<file path="src/rtl/uart_pkg.sv">
// +----------------------------------------------------------------------------+
// | Module : uart_pkg                                                          |
// | Brief  : Shared state encoding and default timing constants for UART RX.   |
// | Rev    : 1.0                                                               |
// +----------------------------------------------------------------------------+
`default_nettype none

package uart_pkg;

    localparam int c_state_w        = 3;
    localparam int c_def_oversample = 16;
    localparam int c_def_baud_div   = 27;

    typedef enum logic [c_state_w-1:0] {
        IDLE   = 3'd0,
        START  = 3'd1,
        DATA   = 3'd2,
        PARITY = 3'd3,
        STOP   = 3'd4
    } state_t;

endpackage

`default_nettype wire

</file>
<file path="src/rtl/baud_tick_gen.sv">
// +----------------------------------------------------------------------------+
// | Module : baud_tick_gen                                                     |
// | Brief  : Oversample tick, one clk wide every BAUD_DIV clks; restartable.   |
// | Rev    : 1.0                                                               |
// +----------------------------------------------------------------------------+
`default_nettype none

module baud_tick_gen
    import uart_pkg::*;
#(
    parameter int BAUD_DIV = c_def_baud_div
) (
    input  logic clk,
    input  logic reset,
    input  logic clear,
    output logic tick
);

    localparam int                 c_cnt_w = (BAUD_DIV > 1) ? $clog2(BAUD_DIV) : 1;
    localparam logic [c_cnt_w-1:0] c_last  = c_cnt_w'(BAUD_DIV - 1);

    logic [c_cnt_w-1:0] r_cnt;

    always_ff @(posedge clk) begin
        if (reset || clear) begin
            r_cnt <= '0;
        end else if (r_cnt == c_last) begin
            r_cnt <= '0;
        end else begin
            r_cnt <= r_cnt + 1'b1;
        end
    end

    // Suppressed on clear so the bit timing restarts cleanly at start detect.
    assign tick = !clear && (r_cnt == c_last);

endmodule

`default_nettype wire

</file>
<file path="src/rtl/uart_rx_ctrl.sv">
// +----------------------------------------------------------------------------+
// | Module : uart_rx_ctrl                                                      |
// | Brief  : UART RX controller: start detect, mid-bit sampling, shift pulses, |
// |          sticky frame/parity/complete flags for a downstream shift reg.    |
// | Rev    : 1.0                                                               |
// +----------------------------------------------------------------------------+
`default_nettype none

module uart_rx_ctrl
    import uart_pkg::*;
#(
    parameter int WORD_LENGTH = 8,
    parameter int OVERSAMPLE  = c_def_oversample,
    parameter int BAUD_DIV    = c_def_baud_div,
    parameter int PARITY_EN   = 0,
    parameter int PARITY_ODD  = 0
) (
    input  logic clk,
    input  logic reset,
    input  logic SerialDataIn,
    input  logic clear_rx_flag,
    output logic sample_bit,
    output logic shift,
    output logic rx_flag,
    output logic frame_err,
    output logic parity_err,
    output logic busy
);

    localparam int                  c_tick_w   = $clog2(OVERSAMPLE);
    localparam logic [c_tick_w-1:0] c_half     = c_tick_w'(OVERSAMPLE / 2 - 1);
    localparam logic [c_tick_w-1:0] c_full     = c_tick_w'(OVERSAMPLE - 1);
    localparam int                  c_bit_w    = (WORD_LENGTH > 1) ? $clog2(WORD_LENGTH) : 1;
    localparam logic [c_bit_w-1:0]  c_last_bit = c_bit_w'(WORD_LENGTH - 1);

    logic                r_sync1;
    logic                r_sync2;
    logic                r_prev;
    state_t              r_state;
    logic [c_tick_w-1:0] r_tick_cnt;
    logic [c_bit_w-1:0]  r_bit_cnt;
    logic                r_acc;
    logic                r_par_next;
    logic                r_sample_bit;
    logic                r_shift;
    logic                r_rx_flag;
    logic                r_frame_err;
    logic                r_parity_err;

    logic                w_start;
    logic                w_tick;
    logic                w_sample;

    assign w_start  = (r_state == IDLE) && r_prev && !r_sync2;
    // Start bit is sampled half a bit in; every later bit a full bit after the previous one.
    assign w_sample = w_tick && (r_tick_cnt == ((r_state == START) ? c_half : c_full));

    baud_tick_gen #(
        .BAUD_DIV (BAUD_DIV)
    ) u_baud_tick_gen (
        .clk   (clk),
        .reset (reset),
        .clear (w_start),
        .tick  (w_tick)
    );

    always_ff @(posedge clk) begin
        if (reset) begin
            r_sync1      <= 1'b1;
            r_sync2      <= 1'b1;
            r_prev       <= 1'b1;
            r_state      <= IDLE;
            r_tick_cnt   <= '0;
            r_bit_cnt    <= '0;
            r_acc        <= 1'b0;
            r_par_next   <= 1'b0;
            r_sample_bit <= 1'b1;
            r_shift      <= 1'b0;
            r_rx_flag    <= 1'b0;
            r_frame_err  <= 1'b0;
            r_parity_err <= 1'b0;
        end else begin
            r_sync1 <= SerialDataIn;
            r_sync2 <= r_sync1;
            r_prev  <= r_sync2;
            r_shift <= 1'b0;

            // Flag setting below is later in the block, so a coincident set wins.
            if (clear_rx_flag) begin
                r_rx_flag    <= 1'b0;
                r_frame_err  <= 1'b0;
                r_parity_err <= 1'b0;
            end

            if (r_state == IDLE) begin
                if (w_start) begin
                    r_state    <= START;
                    r_tick_cnt <= '0;
                    r_bit_cnt  <= '0;
                    r_acc      <= (PARITY_ODD != 0);
                    r_par_next <= 1'b0;
                end
            end else if (w_tick) begin
                r_tick_cnt <= w_sample ? '0 : r_tick_cnt + 1'b1;
            end

            if (w_sample) begin
                case (r_state)
                    START: begin
                        r_state <= r_sync2 ? IDLE : DATA;
                    end
                    DATA: begin
                        r_shift      <= 1'b1;
                        r_sample_bit <= r_sync2;
                        r_acc        <= r_acc ^ r_sync2;
                        if (r_bit_cnt == c_last_bit) begin
                            r_state <= (PARITY_EN != 0) ? PARITY : STOP;
                        end else begin
                            r_bit_cnt <= r_bit_cnt + 1'b1;
                        end
                    end
                    PARITY: begin
                        r_par_next <= (r_sync2 != r_acc);
                        r_state    <= STOP;
                    end
                    STOP: begin
                        r_rx_flag <= 1'b1;
                        if (!r_sync2) begin
                            r_frame_err <= 1'b1;
                        end
                        if (r_par_next) begin
                            r_parity_err <= 1'b1;
                        end
                        r_state <= IDLE;
                    end
                    default: begin
                        r_state <= IDLE;
                    end
                endcase
            end
        end
    end

    assign sample_bit = r_sample_bit;
    assign shift      = r_shift;
    assign rx_flag    = r_rx_flag;
    assign frame_err  = r_frame_err;
    assign parity_err = r_parity_err;
    assign busy       = (r_state != IDLE);

endmodule

`default_nettype wire

</file>
<file path="config.mk">
export PLATFORM = sky130hd
export DESIGN_NAME = uart_rx_ctrl
export DESIGN_NICKNAME = d
export VERILOG_FILES = /design/src/rtl/uart_pkg.sv /design/src/rtl/baud_tick_gen.sv /design/src/rtl/uart_rx_ctrl.sv
export SDC_FILE = /design/constraint.sdc
export NUM_CORES = 1
export LEC_CHECK = 0
export ABC_AREA = 1
export CELL_PAD_IN_SITES_DETAIL_PLACEMENT = 0
export CELL_PAD_IN_SITES_GLOBAL_PLACEMENT = 1
export CORE_ASPECT_RATIO = 2
export CORE_MARGIN = 2
export CORE_UTILIZATION = 29
export DETAILED_ROUTE_END_ITERATION = 8
export GPL_TIMING_DRIVEN = 0
export PLACE_DENSITY_LB_ADDON = 0.1
export REMOVE_ABC_BUFFERS = 1
export SLEW_MARGIN = 40
export SYNTH_ARGS = -nofsm -noshare
export SYNTH_HDL_FRONTEND = slang
export SYNTH_HIERARCHICAL = 1
export SYNTH_SLANG_ARGS = --single-unit
</file>
<file path="constraint.sdc">
create_clock -name clk -period 2.1 [get_ports clk]
set_input_delay 0.63 -clock clk [delete_from_list [all_inputs] [get_ports clk]]
set_output_delay 0.63 -clock clk [all_outputs]
set_load 0.01 [all_outputs]
</file>
==> results.txt <==
----------------------------------------------------
[Placement]
  Number of placed cells counting well taps ... 217
  Placement-stage cell area ... 1340 µm²
  Worst-case setup slack after placement ... -0.0815 ns
  Buffers added on ports ... 9
  Final RePlAce weighted congestion ... 0.733
  Post-DP HPWL ... 1730 µm

[Finish]
  FILL cells ... 459
  Area taken by multi-input logic gates ... 638 µm²
  Layout cells sized above 1 ... 0.172
  Post-layout instance area ... 1400 µm²
  Area Growth Syn to Fin ... 17.4%
  Most common library cell in the layout ignoring fill and taps ... nand2_1
  Final std cells w/o fill ... 221
  Footprint of the flip-flops and latches ... 504 µm²
  Diodes inserted ... 0
  Final layout net count ... 179
  Commonest cells after routing, fill and taps aside ... nand2_1 (41), dfxtp_1 (22), nor2_1 (21)

[GRT]
  Via count of the first global-routing pass ... 951
  GR Util All Layers ... 0.119
  Largest net degree at the start of global routing ... 15
  Wire length of the first global-routing pass ... 4270 µm
  Remaining Overflow, GRT ... 0
  Number of antenna violations at the first check in global routing ... 0

[Detailed routing]
  Vias ... 1,007
  Per-cell via count in the routed design ... 4.56
  DR WL/cell ... 10.8 µm
  Number of DRC markers in iteration 0 ... 20
  Total Wirelength ... 2400 µm
  Remaining number of nets flagged by the antenna check after routing ... 0
  DRC violations left ... 0
  First-pass iteration count of the detailed router ... 4

[Timing]
  Time the final worst path needs with I/O delays and setup ... 2.03 ns
  Final WS setup ... 0.0686 ns
  Final worst clock skew ... 0.00620 ns
  Final number of hold-violating endpoints ... 0
  Setup violation total in the final timing report ... 0
  Period utilization ... 0.967
  Final Max Tran Viols ... 0
  Pin slew with the least headroom to its limit ... 0.452 ns
  Maximum achievable frequency ... 492 MHz
  Unrepaired setup endpoints after global routing ... false
  Relative slew slack ... 0.699

[Floorplan]
  Count of pins on the block boundary ... 10
  Effective utilization at floorplan ... 0.297
  Floorplan die area ... 4670 µm²
  Standard cell core area ... 4010 µm²
  DIE WIDTH ... 49.3 µm
  Row count ... 33
  Height of the die ... 94.6 µm

[Clock tree]
  CTS H-tree depth ... 1
  Maximum buffer depth of the clock tree ... 2
  Post-CTS setup buffer count ... 0
  Clock Sink Count ... 25
  Buffer type at the clock tree root ... clkbuf_8
  Reg clk slew, reported paths ... 0.09 ns
  TritonCTS clock tree ... yes
  Clock latency on the worst-skew pair ... 0.27 ns
  CTS Buf Count ... 3

[Hold path]
  Hold WC Path Type ... register to register
  Start point of the worst hold path ... r_sync1

[Run status]
  Run status ... finished clean

[Logic synthesis]
  Netlist Area Pre-Place ... 1190 µm²
  Post-synthesis cell count ... 158
  Yosys synthesis warning count ... 6
  Average cell area after synthesis ... 7.54 µm²
  Most used DFF post-synth ... dfxtp_1
  Number of distinct library cell variants in the gate-level netlist after synthesis ... 25
  Sequential element share of the synthesized area ... 0.420
  Fraction of registers with async set or reset after synthesis ... 0
  Number of flip-flops and latches in the synthesized netlist ... 25
  Post-synth EDFFs ... 0

[Job]
  Number of maximum-capacitance constraint violations ... 0

[Power]
  Maximum ir drop on the vdd rail ... 0.435 mV
  Total power per unit cell area ... 594 nW/µm²
  Static leakage ... 0.610 nW

[Critical path]
  Endpoint class of the critical path ... output port
  Endpoint of the most critical register-to-register path ... r_par_next
  Data arrival time at the worst-slack endpoint ... 1.40 ns
  Register-to-register setup slack ... 0.31 ns
  Worst setup path endpoint ... busy
  WS Path Type ... register to output port
  Worst reg2reg path depth ... 9
  Reg-to-reg startpoint ... r_sync2
  Largest fanout on the critical path ... 5
  Critical Path Start Type ... register
  Critical Path Start ... r_state[0]
  Required time at the endpoint of the critical path ... 1.47 ns

----------------------------------------------------
[kinds of logic (layout without fill, tap and decap cells)]
family	count (synthesis)	after routing	synth area share
compound gates	10	10	0.0441
xor+xnor	2	2	0.0147
fa+ha+maj	5	5	0.0525
buf+inv	17	28	0.0557
flops	25	25	0.420
simple gates	99	99	0.413
[routing by layer]
metal	global-route usage	part of all wire	wire length, µm
met3	0.0190	0.028	67
met2	0.202	0.47	1140
met4	0.0643	0.024	57
met1	0.141	0.47	1130
met5	0	0	0
[flip-flops by register name, indices dropped and copies added (netlist names)]
signal / count
u_baud_tick_gen/r_cnt: 5
r_tick_cnt: 4
r_bit_cnt: 3
r_state: 3
frame_err: 1
parity_err: 1
r_acc: 1
r_par_next: 1
r_prev: 1
r_sync1: 1
r_sync2: 1
rx_flag: 1
sample_bit: 1
shift: 1
[layout make-up]
class | count | share of cell area
Clock buffer | 4 | 0.0322
Inverter | 15 | 0.0403
Multi-Input combinational cell | 116 | 0.456
Sequential cell | 25 | 0.360
Tap cell | 52 | 0.0465
Timing Repair Buffer | 9 | 0.0644
[synth_stat cells (all sizes together) (2+ instances only)]
cell type	number	area, µm²
a21oi	6	30.0
o21ai	2	10.0
nor2	27	126
inv	15	56.3
o22ai	2	12.5
nand2	49	214
ha	5	62.6
dfxtp	25	500
nand3	12	77.6
or2	3	18.8
nand4	7	50.1
buf	2	10.0
[metrics by stage]
stage	TNS (ns)	total power [mW]	utilization	hold WS (ns)
floorplan	0	0.534	-	0.389
global placement	-0.222	0.555	0.334	0.395
detailed placement	-0.261	0.555	0.334	0.396
CTS	0	0.849	0.347	0.417
global route	0	0.870	0.349	0.442
finish	0	0.830	0.349	0.412
[where the power goes]
part / internal [mW] / switching (mW)
sequential: 0.482 / 0.00988
combinational: 0.0208 / 0.0314
clock: 0.136 / 0.150
total: 0.639 / 0.192
[repair_timing]
| action | CTS | global route |
|---|---|---|
| setup endpoints to repair | 1 | 2 |
| cloned | 0 | 0 |
| resized for setup | 3 | 2 |
| hold buffers | 0 | 0 |
[critical path, stage by stage (launching register included)]
cell and delay (ns):
dfxtp_2 0.36, nor2_4 0.17, nand2_2 0.11, clkdlybuf4s50_1 0.49
[worst min-delay path by stage]
stage	slack (ns)	end	depth (start not counted)
2_1_floorplan	0.39	r_sync2	1
3_3_place_gp	0.39	r_sync2	1
3_5_place_dp	0.40	r_sync2	1
4_1_cts	0.42	r_sync2	1
5_1_grt	0.44	r_sync2	1
6_report	0.41	r_sync2	1
Note: power is estimated with default switching activity, not from simulation.
==> RTL edit: new RTL, config.mk and constraints unchanged <==
Re-encode `state_t` (5 states) as one-hot, 5 bits wide.
--- a/src/rtl/uart_pkg.sv
+++ b/src/rtl/uart_pkg.sv
@@ -11,12 +11,12 @@
     localparam int c_def_oversample = 16;
     localparam int c_def_baud_div   = 27;
 
-    typedef enum logic [c_state_w-1:0] {
-        IDLE   = 3'd0,
-        START  = 3'd1,
-        DATA   = 3'd2,
-        PARITY = 3'd3,
-        STOP   = 3'd4
+    typedef enum logic [4:0] {
+        IDLE   = 5'b00001,
+        START  = 5'b00010,
+        DATA   = 5'b00100,
+        PARITY = 5'b01000,
+        STOP   = 5'b10000
     } state_t;
 
 endpackage
Check against the original RTL: same outputs for any inputs over 10 cycles, from zero or initial values and one cycle with reset high; not proved beyond that.
==> RTL edit against the unedited design <==
Via count rose by 16%. Setup slack improved by 0.066 ns. Synthesized area rose by 20%. Register-to-register slack got worse by 0.06 ns. Largest power group unchanged. Worst hold slack improved by 0.0093 ns. Wire length rose by 34%. Cell area rose by 19%. Power rose by 11%. Sequential cell count rose by 2. Highest routed layer unchanged. Utilization fell by 0.48 points.
==> RTL edit: results (changes against the unedited design) <==
* Status: completed (unchanged)
* Critical Path AT at 1.34 ns (was 1.40 ns)
* Crit Path Max Fanout at 4 (was 5)
* Total Wirelength at 3220 um (was 2400 um)
* Post-synthesis cell type count at 29 (was 25)
* PostCTS Resize Cnt at 5 (was 3)
* Leak pwr at 0.762 nW (was 0.610 nW)
* HPWL after DPL at 2560 um (was 1730 um)
* Final nets at 212 (was 179)
* First-pass GRT wire length at 5420 um (was 4270 um)
* Layout cells sized above 1 at 21.8% (was 17.2%)
* Initial DRC Count at 13 (was 20)
* Postcts setup bufs at 2 (was 0)
* Filler cell count at 523 (was 459)
* GR Util met2 at 26.3% (was 20.2%)
* M1 wire length at 1220 um (was 1130 um)
* Met3 wire len at 52 um (was 67 um)
* Dpl cells at 253 (was 217)
* Max VDD drop at 0.000319 V (was 0.000435 V)
* DR WL/cell at 12.4 um (was 10.8 um)
* Pin count of the biggest net entering global routing at 17 (was 15)
* Syn Area/Cell at 7.59 sq um (was 7.54 sq um)
* Least-Margin Pin Slew at 0.557 ns (was 0.452 ns)
* Final Skew at 0.00863 ns (was 0.00620 ns)
* Global-route track usage on met3 at 1.87% (was 1.90%)
* GP Congestion at 0.828 (was 0.733)
* Met2 wire length at 1880 um (was 1140 um)
* Met1 Usage GRT at 13.1% (was 14.1%)
* Commonest cells post-synth: 37 x nand2_1, 30 x nor2_1, 27 x dfxtp_1, 23 x inv_1, 17 x nand3_1 (was 41 x nand2_1, 25 x dfxtp_1, 21 x nor2_1, 11 x inv_1, 10 x nand3_1)
* Vias at 1,170 (was 1,007)
* Global-route usage over all layers at 13.5% (was 11.9%)
* Clk pin slew, worst setup/hold paths at 0.10 ns
==> RTL edit: changes by cell type in the layout (fill, tap and decap cells not counted), sizes merged, moves of 2 or more <==
| cell | change |
|---|---|
| inv | +12 |
| nor2 | +12 |
| nand3 | +8 |
| buf | +2 |
| clkdlybuf4s50 | -2 |
| dfxtp | +2 |
| nand2 | -2 |
| o22ai | -2 |
==> RTL edit: cell type report <==
class                   instances  area share [%]
clock buffers                   3            2.49
clock inverters                 1           0.452
inverters                      27            6.25
multi-input cells             133            47.3
flip-flops and latches         27            32.8
well taps                      57            4.30
repair buffers                 11            6.41
==> RTL edit: through the flow <==
stage	total power [mW]	instance area, sq um	worst slack, ns	setup TNS, ns	hold slack, ns
CTS	0.936	1650	0.0585	0	0.426
global placement	0.617	1580	-0.231	-1.23	0.396
floorplan	0.592	1420	0.278	0	0.389
detailed placement	0.619	1580	-0.250	-1.69	0.399
finish	0.918	1660	0.135	0	0.421
global route	0.966	1660	0.0295	0	0.455
==> RTL edit: path summary, 6_finish.rpt <==
check,to,cells past startpoint,startpoint,slack [ns]
min,r_sync2,1,r_sync1,0.42
max reg2reg,r_bit_cnt[0],11,r_sync2,0.25
min reg2reg,r_sync2,1,r_sync1,0.42
max,busy,3,r_state[2],0.13
==> RTL edit: logic make-up after synthesis <==
family / synth area share [%]
buf+inv: 8.38
fa+ha+maj: 4.36
simple gates: 44.0
compound gates: 4.36
flops: 37.7
xor+xnor: 1.22
==> RTL edit: report_power, final <==
group	internal [mW]	switching, mW	leakage [nW]
logic	0.0264	0.0429	0.521
registers	0.523	0.0128	0.220
clock network	0.135	0.178	0.0217
total	0.684	0.233	0.762
==> RTL edit: critical path: stages, from the launching register on <==
cell	delay, ns
dfxtp_1	0.37
nor2_4	0.20
nand3_2	0.17
dlygate4sd2_1	0.32
